`config.mk`:
```
export PLATFORM = sky130hd
export DESIGN_NAME = if_id_queue_flat
export DESIGN_NICKNAME = d
export VERILOG_FILES = /design/src/rtl/if_id_queue_if.sv /design/src/rtl/if_id_queue.sv /design/src/flat_wrapper.sv
export SDC_FILE = /design/constraint.sdc
export NUM_CORES = 1
export LEC_CHECK = 0
export ABC_CLOCK_PERIOD_IN_PS = 10800
export BUFFER_PORTS_ARGS = -buffer_cell sky130_fd_sc_hd__buf_4
export CAP_MARGIN = 20
export CORE_ASPECT_RATIO = 0.75
export CORE_UTILIZATION = 52
export CTS_CLUSTER_SIZE = 16
export DETAILED_ROUTE_END_ITERATION = 12
export HOLD_SLACK_MARGIN = 0.08
export PLACE_DENSITY_LB_ADDON = 0.25
export SLEW_MARGIN = 0
export SYNTH_ARGS = -nofsm -noshare
export SYNTH_HDL_FRONTEND = slang
export SYNTH_SLANG_ARGS = --single-unit
export TNS_END_PERCENT = 10
```
`constraint.sdc`:
```
create_clock -name clock -period 10.8 [get_ports clock]
set_input_delay 0.54 -clock clock [delete_from_list [all_inputs] [get_ports clock]]
set_output_delay 0.54 -clock clock [all_outputs]
set_load 0.005 [all_outputs]
```
`src/rtl/if_id_queue_if.sv`:
```
// IF->ID buffer handshake bundle: fetch-side push, decode-side pop,
// flush and occupancy. master = fetch/decode side, slave = buffer.
interface if_id_queue_if #(
  parameter int unsigned XLEN  = 32,
  parameter int unsigned DEPTH = 2
);
  localparam int unsigned CW = $clog2(DEPTH + 1);

  logic            in_valid;
  logic            in_ready;
  logic [XLEN-1:0] in_pc;
  logic [XLEN-1:0] in_pc_4;
  logic [31:0]     in_instr;
  logic            flush;
  logic            out_valid;
  logic            out_ready;
  logic [XLEN-1:0] out_pc;
  logic [XLEN-1:0] out_pc_4;
  logic [31:0]     out_instr;
  logic [4:0]      out_rs1;
  logic [4:0]      out_rs2;
  logic [6:0]      out_opcode;
  logic [CW-1:0]   count;

  modport master (
    output in_valid, in_pc, in_pc_4, in_instr,
    output flush, out_ready,
    input  in_ready, out_valid, out_pc, out_pc_4,
    input  out_instr, out_rs1, out_rs2, out_opcode,
    input  count
  );

  modport slave (
    input  in_valid, in_pc, in_pc_4, in_instr,
    input  flush, out_ready,
    output in_ready, out_valid, out_pc, out_pc_4,
    output out_instr, out_rs1, out_rs2, out_opcode,
    output count
  );
endinterface

```
`src/rtl/if_id_queue.sv`:
```
// IF->ID in-order FIFO of {pc, pc+4, instr} with flush and
// head pre-decode; presents a NOP whenever empty.
module if_id_queue #(
  parameter int unsigned XLEN      = 32,
  parameter int unsigned DEPTH     = 2,
  parameter logic [31:0] NOP_INSTR = 32'h0000_0013
) (
  input logic           clock,
  input logic           reset_n,
  if_id_queue_if.slave  q
);
  localparam int unsigned AW = $clog2(DEPTH);
  localparam int unsigned CW = $clog2(DEPTH + 1);
  localparam logic [CW-1:0] FULL = CW'(DEPTH);

  typedef struct packed {
    logic [XLEN-1:0] pc;
    logic [XLEN-1:0] pc_4;
    logic [31:0]     instr;
  } if_id_t;

  if_id_t        mem [DEPTH];
  logic [AW-1:0] wr_ptr;
  logic [AW-1:0] rd_ptr;
  logic [CW-1:0] cnt;
  logic          vld;
  logic          push;
  logic          pop;
  if_id_t        head;
  logic [31:0]   instr;

  assign vld  = (cnt != '0);
  assign push = q.in_valid & q.in_ready;
  assign pop  = vld & q.out_ready;
  assign head = mem[rd_ptr];

  // in_ready looks only at occupancy, never at out_ready
  assign q.in_ready  = (cnt != FULL);
  assign q.out_valid = vld;
  assign q.count     = cnt;

  assign instr        = vld ? head.instr : NOP_INSTR;
  assign q.out_instr  = instr;
  assign q.out_pc     = vld ? head.pc : '0;
  assign q.out_pc_4   = vld ? head.pc_4 : '0;
  assign q.out_rs1    = instr[19:15];
  assign q.out_rs2    = instr[24:20];
  assign q.out_opcode = instr[6:0];

  always_ff @(posedge clock) begin
    if (push && !q.flush) begin
      mem[wr_ptr] <= '{
        pc:    q.in_pc,
        pc_4:  q.in_pc_4,
        instr: q.in_instr
      };
    end
  end

  always_ff @(posedge clock or negedge reset_n) begin
    if (!reset_n) begin
      wr_ptr <= '0;
      rd_ptr <= '0;
      cnt    <= '0;
    end else if (q.flush) begin
      wr_ptr <= '0;
      rd_ptr <= '0;
      cnt    <= '0;
    end else begin
      if (push) wr_ptr <= wr_ptr + AW'(1);
      if (pop)  rd_ptr <= rd_ptr + AW'(1);
      unique case (1'b1)
        push && !pop: cnt <= cnt + CW'(1);
        pop && !push: cnt <= cnt - CW'(1);
        default:      cnt <= cnt;
      endcase
    end
  end
endmodule

```
`src/flat_wrapper.sv`:
```
// flat-port wrapper written by rule: the top's interface ports become plain ports
module if_id_queue_flat 
#(
  parameter int unsigned XLEN      = 32,
  parameter int unsigned DEPTH     = 2,
  parameter logic [31:0] NOP_INSTR = 32'h0000_0013
)
  (clock, reset_n, q_in_valid, q_in_pc, q_in_pc_4, q_in_instr, q_flush, q_out_ready, q_in_ready, q_out_valid, q_out_pc, q_out_pc_4, q_out_instr, q_out_rs1, q_out_rs2, q_out_opcode, q_count);
  if_id_queue_if #(.XLEN(XLEN), .DEPTH(DEPTH)) q_i ();
  input logic clock;
  input logic reset_n;
  input wire logic [$bits(q_i.in_valid)-1:0] q_in_valid;
  input wire logic [$bits(q_i.in_pc)-1:0] q_in_pc;
  input wire logic [$bits(q_i.in_pc_4)-1:0] q_in_pc_4;
  input wire logic [$bits(q_i.in_instr)-1:0] q_in_instr;
  input wire logic [$bits(q_i.flush)-1:0] q_flush;
  input wire logic [$bits(q_i.out_ready)-1:0] q_out_ready;
  output wire logic [$bits(q_i.in_ready)-1:0] q_in_ready;
  output wire logic [$bits(q_i.out_valid)-1:0] q_out_valid;
  output wire logic [$bits(q_i.out_pc)-1:0] q_out_pc;
  output wire logic [$bits(q_i.out_pc_4)-1:0] q_out_pc_4;
  output wire logic [$bits(q_i.out_instr)-1:0] q_out_instr;
  output wire logic [$bits(q_i.out_rs1)-1:0] q_out_rs1;
  output wire logic [$bits(q_i.out_rs2)-1:0] q_out_rs2;
  output wire logic [$bits(q_i.out_opcode)-1:0] q_out_opcode;
  output wire logic [$bits(q_i.count)-1:0] q_count;
  assign q_i.in_valid = q_in_valid;
  assign q_i.in_pc = q_in_pc;
  assign q_i.in_pc_4 = q_in_pc_4;
  assign q_i.in_instr = q_in_instr;
  assign q_i.flush = q_flush;
  assign q_i.out_ready = q_out_ready;
  assign q_in_ready = q_i.in_ready;
  assign q_out_valid = q_i.out_valid;
  assign q_out_pc = q_i.out_pc;
  assign q_out_pc_4 = q_i.out_pc_4;
  assign q_out_instr = q_i.out_instr;
  assign q_out_rs1 = q_i.out_rs1;
  assign q_out_rs2 = q_i.out_rs2;
  assign q_out_opcode = q_i.out_opcode;
  assign q_count = q_i.count;
  if_id_queue #(.XLEN(XLEN), .DEPTH(DEPTH), .NOP_INSTR(NOP_INSTR)) u_core (.clock(clock), .reset_n(reset_n), .q(q_i));
endmodule
```
==> results.py <==
metrics = {
    "status": {
        "status": "finished, final reports clean",
    },
    "grt": {
        "grt_pass1_wl_um": 21700,
        "grt_max_degree": 95,
        "grt.overflow.total": 0,
        "grt_pass1_vias": 4241,
        "grtUsageTotal": 0.197,
        "antenna_found_initial": 0,
    },
    "sta": {
        "rsz0062_at_grt": "false",
        "maxSlewHeadroom": 0.308,
        "fin_crit_sh": 0.314,
        "setup_slack_ns": 7.41,
        "fin_skew_ns": 0.00648,
        "fin_hold_ws_ns": 0.293,
        "hold_viol": 0,
        "tns_ns": 0,
        "drv_slew": 0,
        "setup_viol": 0,
        "fmaxAchievable_mhz": 295,
        "fin_crit_ns": 3.39,
        "tightest_slew_ns": 1.04,
    },
    "pwr": {
        "total_power_w": 0.00166,
        "p_leak_nw": 3.69,
        "power_density_nw_per_um2": 169,
        "ir_drop_mv": 0.116,
    },
    "clock_tree": {
        "cts-htree-levels": 4,
        "post_cts_resized": 0,
        "clk_pin_slew_worst_paths_ns": 0.07,
        "cts.sinks": 196,
        "cts-root-buf": "clkbuf_16",
        "tritoncts": "done",
        "cts_inserted_buffers": 17,
        "clock_latency_ns": 0.42,
        "cts_buffer_depth": 2,
    },
    "critical_path": {
        "r2r_slack_ns": 8.74,
        "ff2ff_path_depth": 5,
        "worstSetupEndpointType": "output port",
        "cp.required_ns": 10.26,
        "setup.worst_path.start": "u_core.rd_ptr",
        "arrival_ns": 2.85,
        "crit_path_start_kind": "flop",
        "path_class": "reg2out",
        "r2r-start": "u_core.q.count[1]",
        "crit_fanout": 59,
    },
    "floorplanning": {
        "die_h_um": 107,
        "core-area_sq_um": 14000,
        "start_util": 0.543,
        "num_io_pins": 218,
        "die_area_sq_um": 15100,
        "rows": 37,
        "die_w_um": 142,
    },
    "route": {
        "remaining_drc_errors": 0,
        "dr.pass1.iters": 4,
        "drt_iter0_markers": 198,
        "routed_wl_um": 14500,
        "routedWlPerCell_um": 16.8,
        "routed_via_density": 4.97,
        "ant_nets": 0,
        "vias": 4276,
    },
    "final_layout": {
        "drive_gt1_frac": 0.386,
        "synthToLayoutAreaGrowth_pct": 29.5,
        "final_nets": 755,
        "antenna_cells": 0,
        "design_area_sq_um": 9830,
    },
    "synthesis": {
        "synth-xor-area-share": 0.00115,
        "synth_compound_area_frac": 0.00593,
        "ys_seq_area_frac": 0.773,
        "synth_cell_types": 24,
        "synth_area_leader_cell": "edfxtp_1",
        "ys_ff_latch": 196,
        "syn_area_sq_um": 7590,
        "synthMuxAreaShare": 0.128,
        "syn_nets": 550,
        "synth_warnings": 0,
        "syn_inst": 449,
        "yosysTopAreaCellShare": 0.759,
        "post_synth_fa_ha_maj_area_fraction": 0,
        "synth-simple-area-share": 0.0557,
        "synth_top_family_by_area": "multiplexers",
        "ys_top_cells_by_area": "edfxtp_1 (76%), mux2i_1 (13%), nor2_1 (4.6%), buf_4 (2.2%), dfrtp_1 (1.3%)",
        "synth.avg_cell_area_sq_um": 16.9,
    },
    "worst_hold_path": {
        "min_path_type": "in2reg",
        "worstHoldStart": "q_in_pc_4[25]",
        "hold_depth": 1,
    },
    "place": {
        "pre_cts_slack_ns": 7.88,
        "placed_area_sq_um": 9260,
        "hpwl_um": 9240,
        "place_congestion": 0.818,
        "io_buffers": 217,
    },
    "job": {
        "drv_cap": 0,
    },
}
## metal layers
layer | vias to the layer above | routed length, um | GRT usage
met5 | - | 0 | 0
met4 | 0 | 266 | 0.0975
met3 | 18 | 1380 | 0.0822
met2 | 162 | 6960 | 0.316
met1 | 2042 | 5900 | 0.230
li1 | 2054 | - | -
## worst max-delay path, stage by stage (launching register included)
cell and delay, ns:
dfrtp_4 0.85, buf_4 0.88, mux2i_1 0.31, nor2_1 0.08, buf_4 0.19
## synthesized netlist by cell type
library cell / instances
edfxtp_1: 192
mux2i_1: 97
nor2_1: 94
buf_4: 22
buf_2: 10
a21oi_1: 4
buf_6: 4
dfrtp_1: 4
nand2_1: 4
inv_2: 2
nor3b_1: 2
o21ai_0: 2
a21o_1: 1
buf_1: 1
clkbuf_1: 1
inv_1: 1
nand3b_1: 1
nor2_2: 1
nor2b_2: 1
nor3_1: 1
o211ai_1: 1
or2_0: 1
or3_1: 1
xor2_1: 1
## timing repair
item                      CTS  global route
buffers inserted            0             0
hold endpoints to repair    4             0
hold buffers                1             0
## final cells by class
class                           count  area [sq um]
Multi-Input combinational cell    212          1460
Inverter                            3          11.3
Fill cell                         962          4150
Sequential cell                   196          5870
Clock buffer                       17           425
Timing Repair Buffer              224          1680
Clock inverter                     14           136
Tap cell                          195           244
## final timing paths
kind / end
worst min-delay path: u_core.mem[0][57]
worst max register to register: u_core.mem[1][11]
min in group asynchronous: u_core.q.count[1]
worst min register to register: u_core.wr_ptr
max in group asynchronous: u_core.rd_ptr
worst max-delay path: q_out_pc_4[0]
## flip-flops by register name, indices dropped and copies added, names as in the netlist
| signal | cells |
|---|---|
| u_core.mem | 192 |
| u_core.q.count | 2 |
| u_core.rd_ptr | 1 |
| u_core.wr_ptr | 1 |
## kinds of logic (layout without fill, tap and decap cells)
group,count (synthesis),count (layout)
flip-flops,196,196
AND/OR/NAND/NOR,106,106
XOR/XNOR,1,1
AO/OA/AOI/OAI,8,8
buffers and inverters,41,258
multiplexers,97,97
## stage by stage
stage / utilization / std cells
global placement: 0.662 / 829
global route: 0.703 / 861
finish: 0.703 / 861
detailed placement: 0.662 / 829
floorplan: - / 449
CTS: 0.703 / 861
## placed cells by master, fill, tap and decap left out, types with 2 or more instances in the layout
master     Yosys  routed
nand2_1        4       4
nor2_1        94      94
buf_4         22     223
clkinv_1       0       4
mux2i_1       97      97
o21ai_0        2       2
bufinv_16      0       2
clkinv_4       0       3
a21oi_1        4       4
inv_2          2       2
clkbuf_16      0      17
inv_6          0       2
dfrtp_1        4       3
clkinv_2       0       2
edfxtp_1     192     192
## power breakdown
part / leakage (nW) / internal [W] / total (W) / switching [W]
sequential: 1.81 / 0.000867 / 0.000880 / 0.0000137
combinational: 1.60 / 0.0000968 / 0.000182 / 0.0000856
clock: 0.273 / 0.000338 / 0.000598 / 0.000261
Power figures use the tool's default switching activity.
